### config.mk
export PLATFORM = sky130hd
export DESIGN_NAME = spi_slave_rx
export DESIGN_NICKNAME = d
export VERILOG_FILES = /design/src/rtl/spi_pkg.sv /design/src/rtl/spi_sync.sv /design/src/rtl/spi_slave_rx.sv
export SDC_FILE = /design/constraint.sdc
export NUM_CORES = 1
export LEC_CHECK = 0
export BUFFER_PORTS_ARGS = -buffer_cell sky130_fd_sc_hd__buf_2
export CORE_ASPECT_RATIO = 0.75
export CORE_UTILIZATION = 30
export CTS_BUF_LIST = sky130_fd_sc_hd__clkbuf_16
export DETAILED_ROUTE_END_ITERATION = 8
export HOLD_SLACK_MARGIN = 0.08
export PLACE_DENSITY = 0.56
export SYNTH_ARGS = -nofsm -noshare
export SYNTH_HDL_FRONTEND = slang
export SYNTH_HIERARCHICAL = 1
export SYNTH_SLANG_ARGS = --single-unit
### constraint.sdc
create_clock -name clk -period 4.65 [get_ports clk]
set_clock_uncertainty 0.2 [all_clocks]
set_input_delay 0.2325 -clock clk [delete_from_list [all_inputs] [get_ports clk]]
set_output_delay 0.2325 -clock clk [all_outputs]
set_load 0.01 [all_outputs]
### src/rtl/spi_pkg.sv
// Shared defaults and FSM state encoding for the SPI slave receiver.
package spi_pkg;

  localparam int unsigned DATA_W_DEFAULT      = 12;
  localparam int unsigned SYNC_STAGES_DEFAULT = 2;

  typedef enum logic [1:0] {
    StIdle,
    StShift,
    StWaitCs
  } spi_state_e;

endpackage

### src/rtl/spi_sync.sv
// Multi-stage synchronizer for one asynchronous pin, with rise/fall detection
// against one extra delay register.
module spi_sync #(
  parameter int unsigned STAGES   = 2,
  parameter logic        IDLE_VAL = 1'b0
) (
  input  logic i_clk,
  input  logic i_rst_n,
  input  logic i_d,
  output logic o_q,
  output logic o_rise,
  output logic o_fall
);

  logic [STAGES-1:0] r_sync;
  logic              r_dly;

  always_ff @(posedge i_clk) begin
    if (!i_rst_n) begin
      r_sync <= {STAGES{IDLE_VAL}};
      r_dly  <= IDLE_VAL;
    end else begin
      r_sync <= STAGES'({r_sync, i_d});
      r_dly  <= r_sync[STAGES-1];
    end
  end

  assign o_q    = r_sync[STAGES-1];
  assign o_rise = o_q & ~r_dly;
  assign o_fall = ~o_q & r_dly;

endmodule

### src/rtl/spi_slave_rx.sv
// SPI mode-0 receive-only slave: synchronizes the pins, assembles DATA_W-bit
// words MSB first and hands them out over a valid/ready port.
module spi_slave_rx
  import spi_pkg::*;
#(
  parameter int unsigned DATA_W      = DATA_W_DEFAULT,
  parameter int unsigned SYNC_STAGES = SYNC_STAGES_DEFAULT
) (
  input  logic              clk,
  input  logic              rst_n,
  input  logic              cs,
  input  logic              sclk,
  input  logic              mosi,
  output logic [DATA_W-1:0] dout,
  output logic              dout_valid,
  input  logic              dout_ready,
  output logic              frame_err,
  output logic              overrun,
  output logic              busy
);

  localparam int unsigned       CNT_W    = $clog2(DATA_W + 1);
  localparam logic [CNT_W-1:0]  CNT_LAST = CNT_W'(DATA_W - 1);
  localparam logic [CNT_W-1:0]  CNT_FULL = CNT_W'(DATA_W);

  logic w_cs_q, w_cs_rise, w_cs_fall;
  logic w_sclk_q, w_sclk_rise, w_sclk_fall;
  logic w_mosi_s;
  logic w_unused_sclk;

  logic [SYNC_STAGES-1:0] r_mosi_sync;
  spi_state_e             r_state;
  logic [CNT_W-1:0]       r_cnt;
  logic [DATA_W-1:0]      r_shift;
  logic                   r_done;
  logic [DATA_W-1:0]      r_dout;
  logic                   r_dout_valid;
  logic                   r_frame_err;
  logic                   r_overrun;
  logic                   r_busy;

  spi_sync #(
    .STAGES   (SYNC_STAGES),
    .IDLE_VAL (1'b1)
  ) u_cs_sync (
    .i_clk   (clk),
    .i_rst_n (rst_n),
    .i_d     (cs),
    .o_q     (w_cs_q),
    .o_rise  (w_cs_rise),
    .o_fall  (w_cs_fall)
  );

  spi_sync #(
    .STAGES   (SYNC_STAGES),
    .IDLE_VAL (1'b0)
  ) u_sclk_sync (
    .i_clk   (clk),
    .i_rst_n (rst_n),
    .i_d     (sclk),
    .o_q     (w_sclk_q),
    .o_rise  (w_sclk_rise),
    .o_fall  (w_sclk_fall)
  );

  // Mode 0 only needs the sclk rising edge.
  assign w_unused_sclk = w_sclk_q ^ w_sclk_fall;

  always_ff @(posedge clk) begin
    if (!rst_n) begin
      r_mosi_sync <= '0;
    end else begin
      r_mosi_sync <= SYNC_STAGES'({r_mosi_sync, mosi});
    end
  end

  assign w_mosi_s = r_mosi_sync[SYNC_STAGES-1];

  always_ff @(posedge clk) begin
    if (!rst_n) begin
      r_state      <= StIdle;
      r_cnt        <= '0;
      r_shift      <= '0;
      r_done       <= 1'b0;
      r_dout       <= '0;
      r_dout_valid <= 1'b0;
      r_frame_err  <= 1'b0;
      r_overrun    <= 1'b0;
      r_busy       <= 1'b0;
    end else begin
      r_done      <= 1'b0;
      r_frame_err <= 1'b0;

      unique case (r_state)
        StIdle: begin
          if (w_cs_fall) begin
            r_state <= StShift;
            r_cnt   <= '0;
            r_shift <= '0;
            r_busy  <= 1'b1;
          end
        end
        StShift: begin
          if (w_cs_q) begin
            // Chip select released before a full word: drop it.
            r_frame_err <= 1'b1;
            r_state     <= StIdle;
            r_busy      <= 1'b0;
          end else if (w_sclk_rise) begin
            r_shift <= {r_shift[DATA_W-2:0], w_mosi_s};
            if (r_cnt != CNT_FULL) begin
              r_cnt <= r_cnt + 1'b1;
            end
            if (r_cnt == CNT_LAST) begin
              r_state <= StWaitCs;
              r_done  <= 1'b1;
            end
          end
        end
        StWaitCs: begin
          if (w_sclk_rise) begin
            r_frame_err <= 1'b1;
          end
          if (w_cs_rise) begin
            r_state <= StIdle;
            r_busy  <= 1'b0;
          end
        end
        default: begin
          r_state <= StIdle;
          r_busy  <= 1'b0;
        end
      endcase

      // A word completing while the held word is still unconsumed is lost.
      if (r_done) begin
        if (r_dout_valid && !dout_ready) begin
          r_overrun <= 1'b1;
        end else begin
          r_dout       <= r_shift;
          r_dout_valid <= 1'b1;
        end
      end else if (r_dout_valid && dout_ready) begin
        r_dout_valid <= 1'b0;
      end
    end
  end

  assign dout       = r_dout;
  assign dout_valid = r_dout_valid;
  assign frame_err  = r_frame_err;
  assign overrun    = r_overrun;
  assign busy       = r_busy;

endmodule

==> Word level (Yosys, flattened, before mapping) <==
Cells that the tools add are included.
{ "word_totals": {"regBits": 43, "output_inout_bits": 16} }
{ "op_classes": {"n_addsub": 1, "muxes": 26, "n_reduce_logical": 14, "bitwise": 10, "n_eq_ne": 13} }
{ "ops": {"columns": ["op", "n"], "rows": [
  ["12-bit 2-to-1 mux", 3],
  ["12-bit case mux with 2 select lines", 1],
  ["4-bit 2-to-1 mux", 4],
  ["2-bit 2-to-1 mux", 5],
  ["1-bit 2-to-1 mux", 9],
  ["2-bit by 1-bit inequality test with 1-bit output (second input constant)", 4],
  ["4-bit case mux with 2 select lines", 1],
  ["4-bit AND reduction", 2],
  ["1-bit inverter", 7],
  ["2-bit inequality test (second input constant)", 3],
  ["2-bit case mux with 3 select lines", 1],
  ["2-bit AND reduction", 3],
  ["5-bit AND reduction", 1],
  ["4-bit by 1-bit adder with 4-bit output (second input constant)", 1],
  ["4-bit equality test (second input constant)", 1],
  ["4-bit inequality test (second input constant)", 1],
  ["2-bit nonzero test", 2],
  ["4-bit OR reduction", 1],
  ["1-bit bitwise AND", 3],
  ["3-bit by 1-bit inequality test with 1-bit output (second input constant)", 1],
  ["3-bit by 2-bit inequality test with 1-bit output (second input constant)", 1],
  ["1-bit case mux with 3 select lines", 1],
  ["3-bit AND reduction", 1],
  ["2-bit by 1-bit equality test with 1-bit output (second input constant)", 1],
  ["5 further kinds", 6]
]} }

==> Longest topological paths before layout <==
Gate-level depths: netlist of run 1.
{ "depth": {"ltp_word": 5, "ltp_mapped": 8, "ltp_nobuf": 6} }

==> Modules after synthesis <==
The synthesis of run 1 kept the hierarchy.
{ "modules_own_cells": {"columns": ["module", "n_inst", "cells_per_inst", "area_each_um2", "seq_area_each_um2"], "rows": [
  ["spi_slave_rx", 1, 152, 1511.4, 740.7],
  ["spi_sync", 2, 8, 91.3, 60.1]
]} }

==> Worst setup path before layout of run 1 <==
OpenSTA, ideal clock, no wires.
{ "synth_timing": {"path_type": "reg2reg", "startpoint": "reg r_state[0]", "endpoint": "reg r_shift[11]", "arrival_ns": 1.390, "path_stages_with_launch": 8, "path_slack_ns": 2.932, "cell_sequence": "dfxtp_1 inv_1 ha_1 and2b_4 a211o_4 buf_6 a22oi_1 nor2_1"} }
{ "synth_between": {"elab_chain_len": 3} }
{ "synth_rtl": {"columns": ["item", "line_no", "text"], "rows": [
  ["start, declared", "spi_slave_rx.sv:32", "spi_state_e r_state;"],
  ["start signal, assigned", "spi_slave_rx.sv:81", "r_state <= StIdle;"],
  ["start signal, assigned", "spi_slave_rx.sv:97", "r_state <= StShift;"],
  ["start signal, assigned", "spi_slave_rx.sv:107", "r_state <= StIdle;"],
  ["2-bit by 1-bit equality test with 1-bit output or 2-bit zero test (tied branches)", "spi_slave_rx.sv:94", "unique case (r_state)"],
  ["2-bit by 1-bit inequality test with 1-bit output (no source line) (tied with other cells)", null, null],
  ["4-bit AND reduction (no source line)", null, null],
  ["end signal, assigned", "spi_slave_rx.sv:110", "r_shift <= {r_shift[DATA_W-2:0], w_mosi_s};"],
  ["end, declared", "spi_slave_rx.sv:34", "logic [DATA_W-1:0] r_shift;"]
]} }
Several ways; a longest one is shown, not always the timed one.
A chain may end at the register's enable or synchronous reset.

==> Worst setup path after layout of run 1 <==
{ "layout_timing": {"startpoint": "in dout_ready", "endpoint": "reg r_dout[11] (netlist: dout[11])"} }
{ "layout_between": {"elab_chain_len": 4} }
{ "layout_rtl": {"columns": ["item", "line_no", "text"], "rows": [
  ["start, declared", "spi_slave_rx.sv:16", "input logic dout_ready,"],
  ["1-bit zero test", "spi_slave_rx.sv:137", "if (r_dout_valid && !dout_ready) begin"],
  ["1-bit logical AND", "spi_slave_rx.sv:137", null],
  ["1-bit inverter (no source line)", null, null],
  ["2-bit AND reduction (no source line)", null, null],
  ["end signal, assigned", "spi_slave_rx.sv:140", "r_dout <= r_shift;"],
  ["end, declared", "spi_slave_rx.sv:36", "logic [DATA_W-1:0] r_dout;"]
]} }
Every way passes these cells.

==> results of run 1 <==
-- metrics by stage --
stage,cells,util [%],setup WS (ns)
finish,267,37.8,2.58
global route,267,37.8,2.38
CTS,267,37.8,2.55
detailed placement,255,33.9,2.66
global placement,255,33.9,2.72
floorplan,167,-,2.93
-- registers in the layout, indices dropped and copies added, names as in the netlist --
| name | count |
|---|---|
| r_mosi_sync | 2 |
| frame_err | 1 |
| r_cnt | 4 |
| r_shift | 12 |
| overrun | 1 |
| u_cs_sync/r_sync | 2 |
| dout | 12 |
| dout_valid | 1 |
| r_done | 1 |
| u_sclk_sync/r_dly | 1 |
| r_state | 2 |
| busy | 1 |
| u_cs_sync/r_dly | 1 |
| u_sclk_sync/r_sync | 2 |
-- per-layer routing --
metal  track usage (%)  share of wire (%)
met4              6.65                2.1
met3              3.47                3.5
met5                 0                  0
met1              14.2                 52
met2              16.7                 42
-- what timing repair did --
item                      in CTS  in global routing
hold endpoints to repair       4                  0
hold buffers                   4                  0
gates resized for setup        0                  0
-- worst paths after layout --
check	cells after the start	endpoint	slack, ns	start
max	6	dout[11]	2.58	dout_ready
min	2	u_cs_sync/r_sync[1]	0.09	rst_n
max reg2reg	6	r_shift[10]	2.64	r_state[1]
min reg2reg	1	u_cs_sync/r_sync[1]	0.21	u_cs_sync/r_sync[0]
-- layout make-up --
class                   count  area, µm²  area share, %
clock buffers               5        125           6.16
well taps                  75       93.8           4.62
repair buffers             25        145           7.14
inverters                   8       30.0           1.48
multi-input cells         108        733           36.1
clock inverters             3       43.8           2.16
flip-flops and latches     43        861           42.4
-- power groups by stage --
stage	Clock [mW]	Sequential (mW)	Combinational [mW]
global placement	0	0.388	0.0827
detailed placement	0	0.389	0.0821
CTS	0.405	0.380	0.0852
floorplan	0	0.389	0.0725
finish	0.394	0.380	0.0842
global route	0.418	0.381	0.0945
-- placed cells by master (no fill, tap or decap), drive strengths merged --
cell and n:
clkbuf 5, o32ai 1, a22oi 13, o31a 1, buf 21, nand2 5, and3 1, a41o 1
inv 8, a211oi 2, nand2b 7, nor2b 4, nor2 30, mux2i 15, a211o 1, nor3 1
a21oi 6, and2b 2, nand3 3, dlygate4sd3 4, dfxtp 43, bufinv 1, clkinv 2, or3 1
and2 5, and3b 1, and4b 1, ha 5, o2bb2ai 1, nand4 1
==> metrics.cfg, run 1 <==
[outcome]
outcome = complete, no violations

[sta]
setup_tns_ns = 0
worstMarginPinSlew_ns = 0.907
whs_ns = 0.0857
period_needed_ns = 2.07
rsz0062_at_grt = no
final.period_utilization_pct = 44.6
slew_headroom_pct = 39.5
fmaxAchievable_mhz = 482
setup_viol = 0
slew_violations = 0
hold_violations = 0

[route]
dr.first_iter.drc_count = 89
routed_wl_mm = 2.94
drc = 0
vias = 1173
wl_per_cell_um = 11.0
ant_nets = 0
drtPass1Iterations = 4
via_per_inst = 4.39

[cts]
worstSkewPairLatency_ns = 0.28
cts-root-buf = clkbuf_16
cts_made_buffers = 5
path_clk_slew_ns = 0.06
htreeDepth = 2
post_cts_buffers = 0
cts.sinks = 43
clk_path_buf_depth = 2
cts_tree = built

[critical_path]
critPathSlowestCell = nand2b_1
path_cells = dlygate4sd3_1, buf_2, nor2b_1, nand2b_1, mux2i_1, nor2_1
path_max_fanout = 12
start_kind = input pin
worstPathArrival_ns = 2.01
endpoint_kind = register
cp.required_ns = 4.59
slowest_delay_ns = 0.62
path_class = in -> reg
crit_family = simple AND/OR/NAND/NOR gates
worst-path-buf-inv = 2

[finish]
n_fill_cell = 541
post-route-cell-area_um2 = 2030
antennaDiodeCount = 0
final_nets = 202
drive_above_1_share_pct = 18.8
syn_to_final_growth_pct = 20.4

[floorplan]
die_x_um = 88.6
initial_core_util_pct = 31.4
die_area_um2 = 5930
placeableCoreArea_um2 = 5380
die_h_um = 67.0
ioPinCount = 22
rows = 23

[grt]
overflow = 0
antenna_found_initial = 0
grt_max_degree = 31
grt.total_usage_pct = 11.2
grt_pass1_vias = 1046
grt_pass1_wl_mm = 4.89

[yosys]
synthesis.nets = 178
synthCells = 167
syn_area_um2 = 1690
syn_avg_cell_area_um2 = 10.1
yosys_warnings = 6

[pwr]
power_density_nw_per_um2 = 422
switching_share_pct = 22.5
switchingPower_uw = 193
power_frac_seq_pct = 44.3
p_leak_nw = 0.915
power_uw = 858
combPwrFrac_pct = 9.8
p_clk_share_pct = 45.9
ir_drop_uv = 126
p_int_uw = 665

[place]
dp_hpwl_mm = 1.90
place_area_um2 = 1820
gp_congestion = 0.726
port_buffers = 21

[hold_path]
min_path_type = in -> reg

[run]
drv_cap = 0

Power figures use the tool's default switching activity.
==> inputs of run 2 (changes only) <==
==> constraint.sdc (replaced) <==
create_clock -name clk -period 2.13 [get_ports clk]
set_clock_uncertainty 0.2 [all_clocks]
set_input_delay 0.1065 -clock clk [delete_from_list [all_inputs] [get_ports clk]]
set_output_delay 0.1065 -clock clk [all_outputs]
set_load 0.01 [all_outputs]
==> run 2 against run 1 <==
Net effect:
- via count is 3.6% higher
- first-iteration DRC count down 3.4%
- total power rose by 120%
- non-clock buffer count is 8 higher
- combinational power grew 140%
- utilization grew 1.3 points
- cell count is 3.0% higher
- final area is 3.4% higher
==> metrics.cfg, run 2 (same netlist as run 1, synthesis figures left out) <==
[finish]
post-route-util_pct = 39.1
drive_above_1_share_pct = 20.0
layout_commonest_cell = dfxtp_1
finalNonFillerCells = 275
multi_input_area_um2 = 733
antennaDiodeCount = 0
final-seq-area_um2 = 861
n_fill_cell = 533
final_cell_mix = dfxtp_1 (43), nor2_1 (29), buf_2 (21)
post-route-cell-area_um2 = 2100
syn_to_final_growth_pct = 24.5
final_nets = 210

[sta]
setup_tns_ns = 0
setup_viol = 0
slew_violations = 0
rsz0062_at_grt = no
whs_ns = 0.205
final.period_utilization_pct = 86.9
period_needed_ns = 1.85
fmaxAchievable_mhz = 540
worstMarginPinSlew_ns = 0.436
hold_violations = 0
finalWorstSetupSlack_ns = 0.278
slew_headroom_pct = 70.9

[run]
drv_cap = 0

[cts]
cts.sinks = 43
post_cts_buffers = 0
cts_made_buffers = 5
path_clk_slew_ns = 0.06
cts_tree = built
clk_path_buf_depth = 2
ctsResizeCount = 0
worstSkewPairLatency_ns = 0.29
htreeDepth = 2
cts-root-buf = clkbuf_16

[route]
vias = 1215
wl_met1_mm = 1.59
wl_met3_um = 111
top_layer_used = met4
via_per_inst = 4.42
routed_wl_mm = 2.93
wl_per_cell_um = 10.7
drtPass1Iterations = 4
drc = 0
dr_wl_met2_mm = 1.16
ant_nets = 0
dr.first_iter.drc_count = 86

[floorplan]
rows = 23
die_x_um = 88.6
die_area_um2 = 5930
initial_core_util_pct = 31.4
ioPinCount = 22
die_h_um = 67.0
placeableCoreArea_um2 = 5380

[critical_path]
path_max_fanout = 12
cp.required_ns = 2.15
r2r_setup_slack_ns = 0.28
worstPathArrival_ns = 1.88
r2r_cells = 6
path_cells = inv_1, ha_1, and2b_4, and3b_1, a22oi_1, nor2_1
slowest_delay_ns = 0.48
reg2reg_from = r_state[1]
reg2reg_to = r_shift[4]
critPathSlowestCell = and3b_1
endpoint_kind = register
path_class = reg -> reg
start_kind = register

[pwr]
p_leak_nw = 0.952
power_mw = 1.89
ir_drop_uv = 267
power_density_nw_per_um2 = 899

[place]
dpl_worst_slack_ns = 0.283
place_area_um2 = 1850
dp_cells = 259
gp_congestion = 0.732
dp_hpwl_mm = 1.97
port_buffers = 21

[grt]
grt.total_usage_pct = 10.5
overflow = 0
grt_pass1_wl_mm = 4.67
grt_pass1_vias = 1017
grt_max_degree = 20
antenna_found_initial = 0

[outcome]
outcome = complete, no violations

[hold_path]
min_path_type = reg -> reg
hold_path.startpoint = u_cs_sync/r_sync[0]
min_delay_path_depth = 1
whs_endpoint = u_cs_sync/r_sync[1]

-- run 2: layer usage --
layer  vias to the layer above  GRT usage [%]
li1                        635              -
met1                       555           14.5
met2                        17           14.1
met3                         8           3.35
met4                         0           6.05
met5                         -              0
-- run 2: power by group --
group	switching, mW	internal (mW)	leakage [nW]
sequential	0.00802	0.822	0.348
clock	0.309	0.552	0.0838
combinational	0.110	0.0895	0.520
-- run 2: what timing repair did --
| item | CTS | global route |
|---|---|---|
| endpoints found under the setup margin | 0 | 0 |
| hold buffers | 8 | 0 |
| endpoints found under the hold margin | 16 | 0 |
-- run 2: worst max-delay path, delay by kind of cell, from the launching register on --
kind,cells,cell delay [ns]
AND/OR/NAND/NOR,3,0.78
flip-flops,1,0.34
adder cells (fa/ha/maj),1,0.23
AO/OA/AOI/OAI,1,0.16
buffers and inverters,1,0.07
-- run 2: area by class of cell --
type,instances,area share (%)
clock buffer,5,5.95
clock inverter,3,2.08
inverter,8,1.43
multi-input combinational,108,34.9
sequential,43,41.0
tap,75,4.46
timing repair buffer,33,10.2
-- run 2: worst max-delay path by stage --
stage	from	end	slack, ns	cells past startpoint
after floorplan	r_state[0]	r_shift[11]	0.41	7
after global placement	r_state[1]	r_shift[9]	0.32	6
after CTS	r_state[1]	r_shift[4]	0.27	6
final	r_state[1]	r_shift[4]	0.28	6
after global routing	r_state[1]	r_shift[4]	0.14	6
after detailed placement	r_state[1]	r_shift[4]	0.28	6
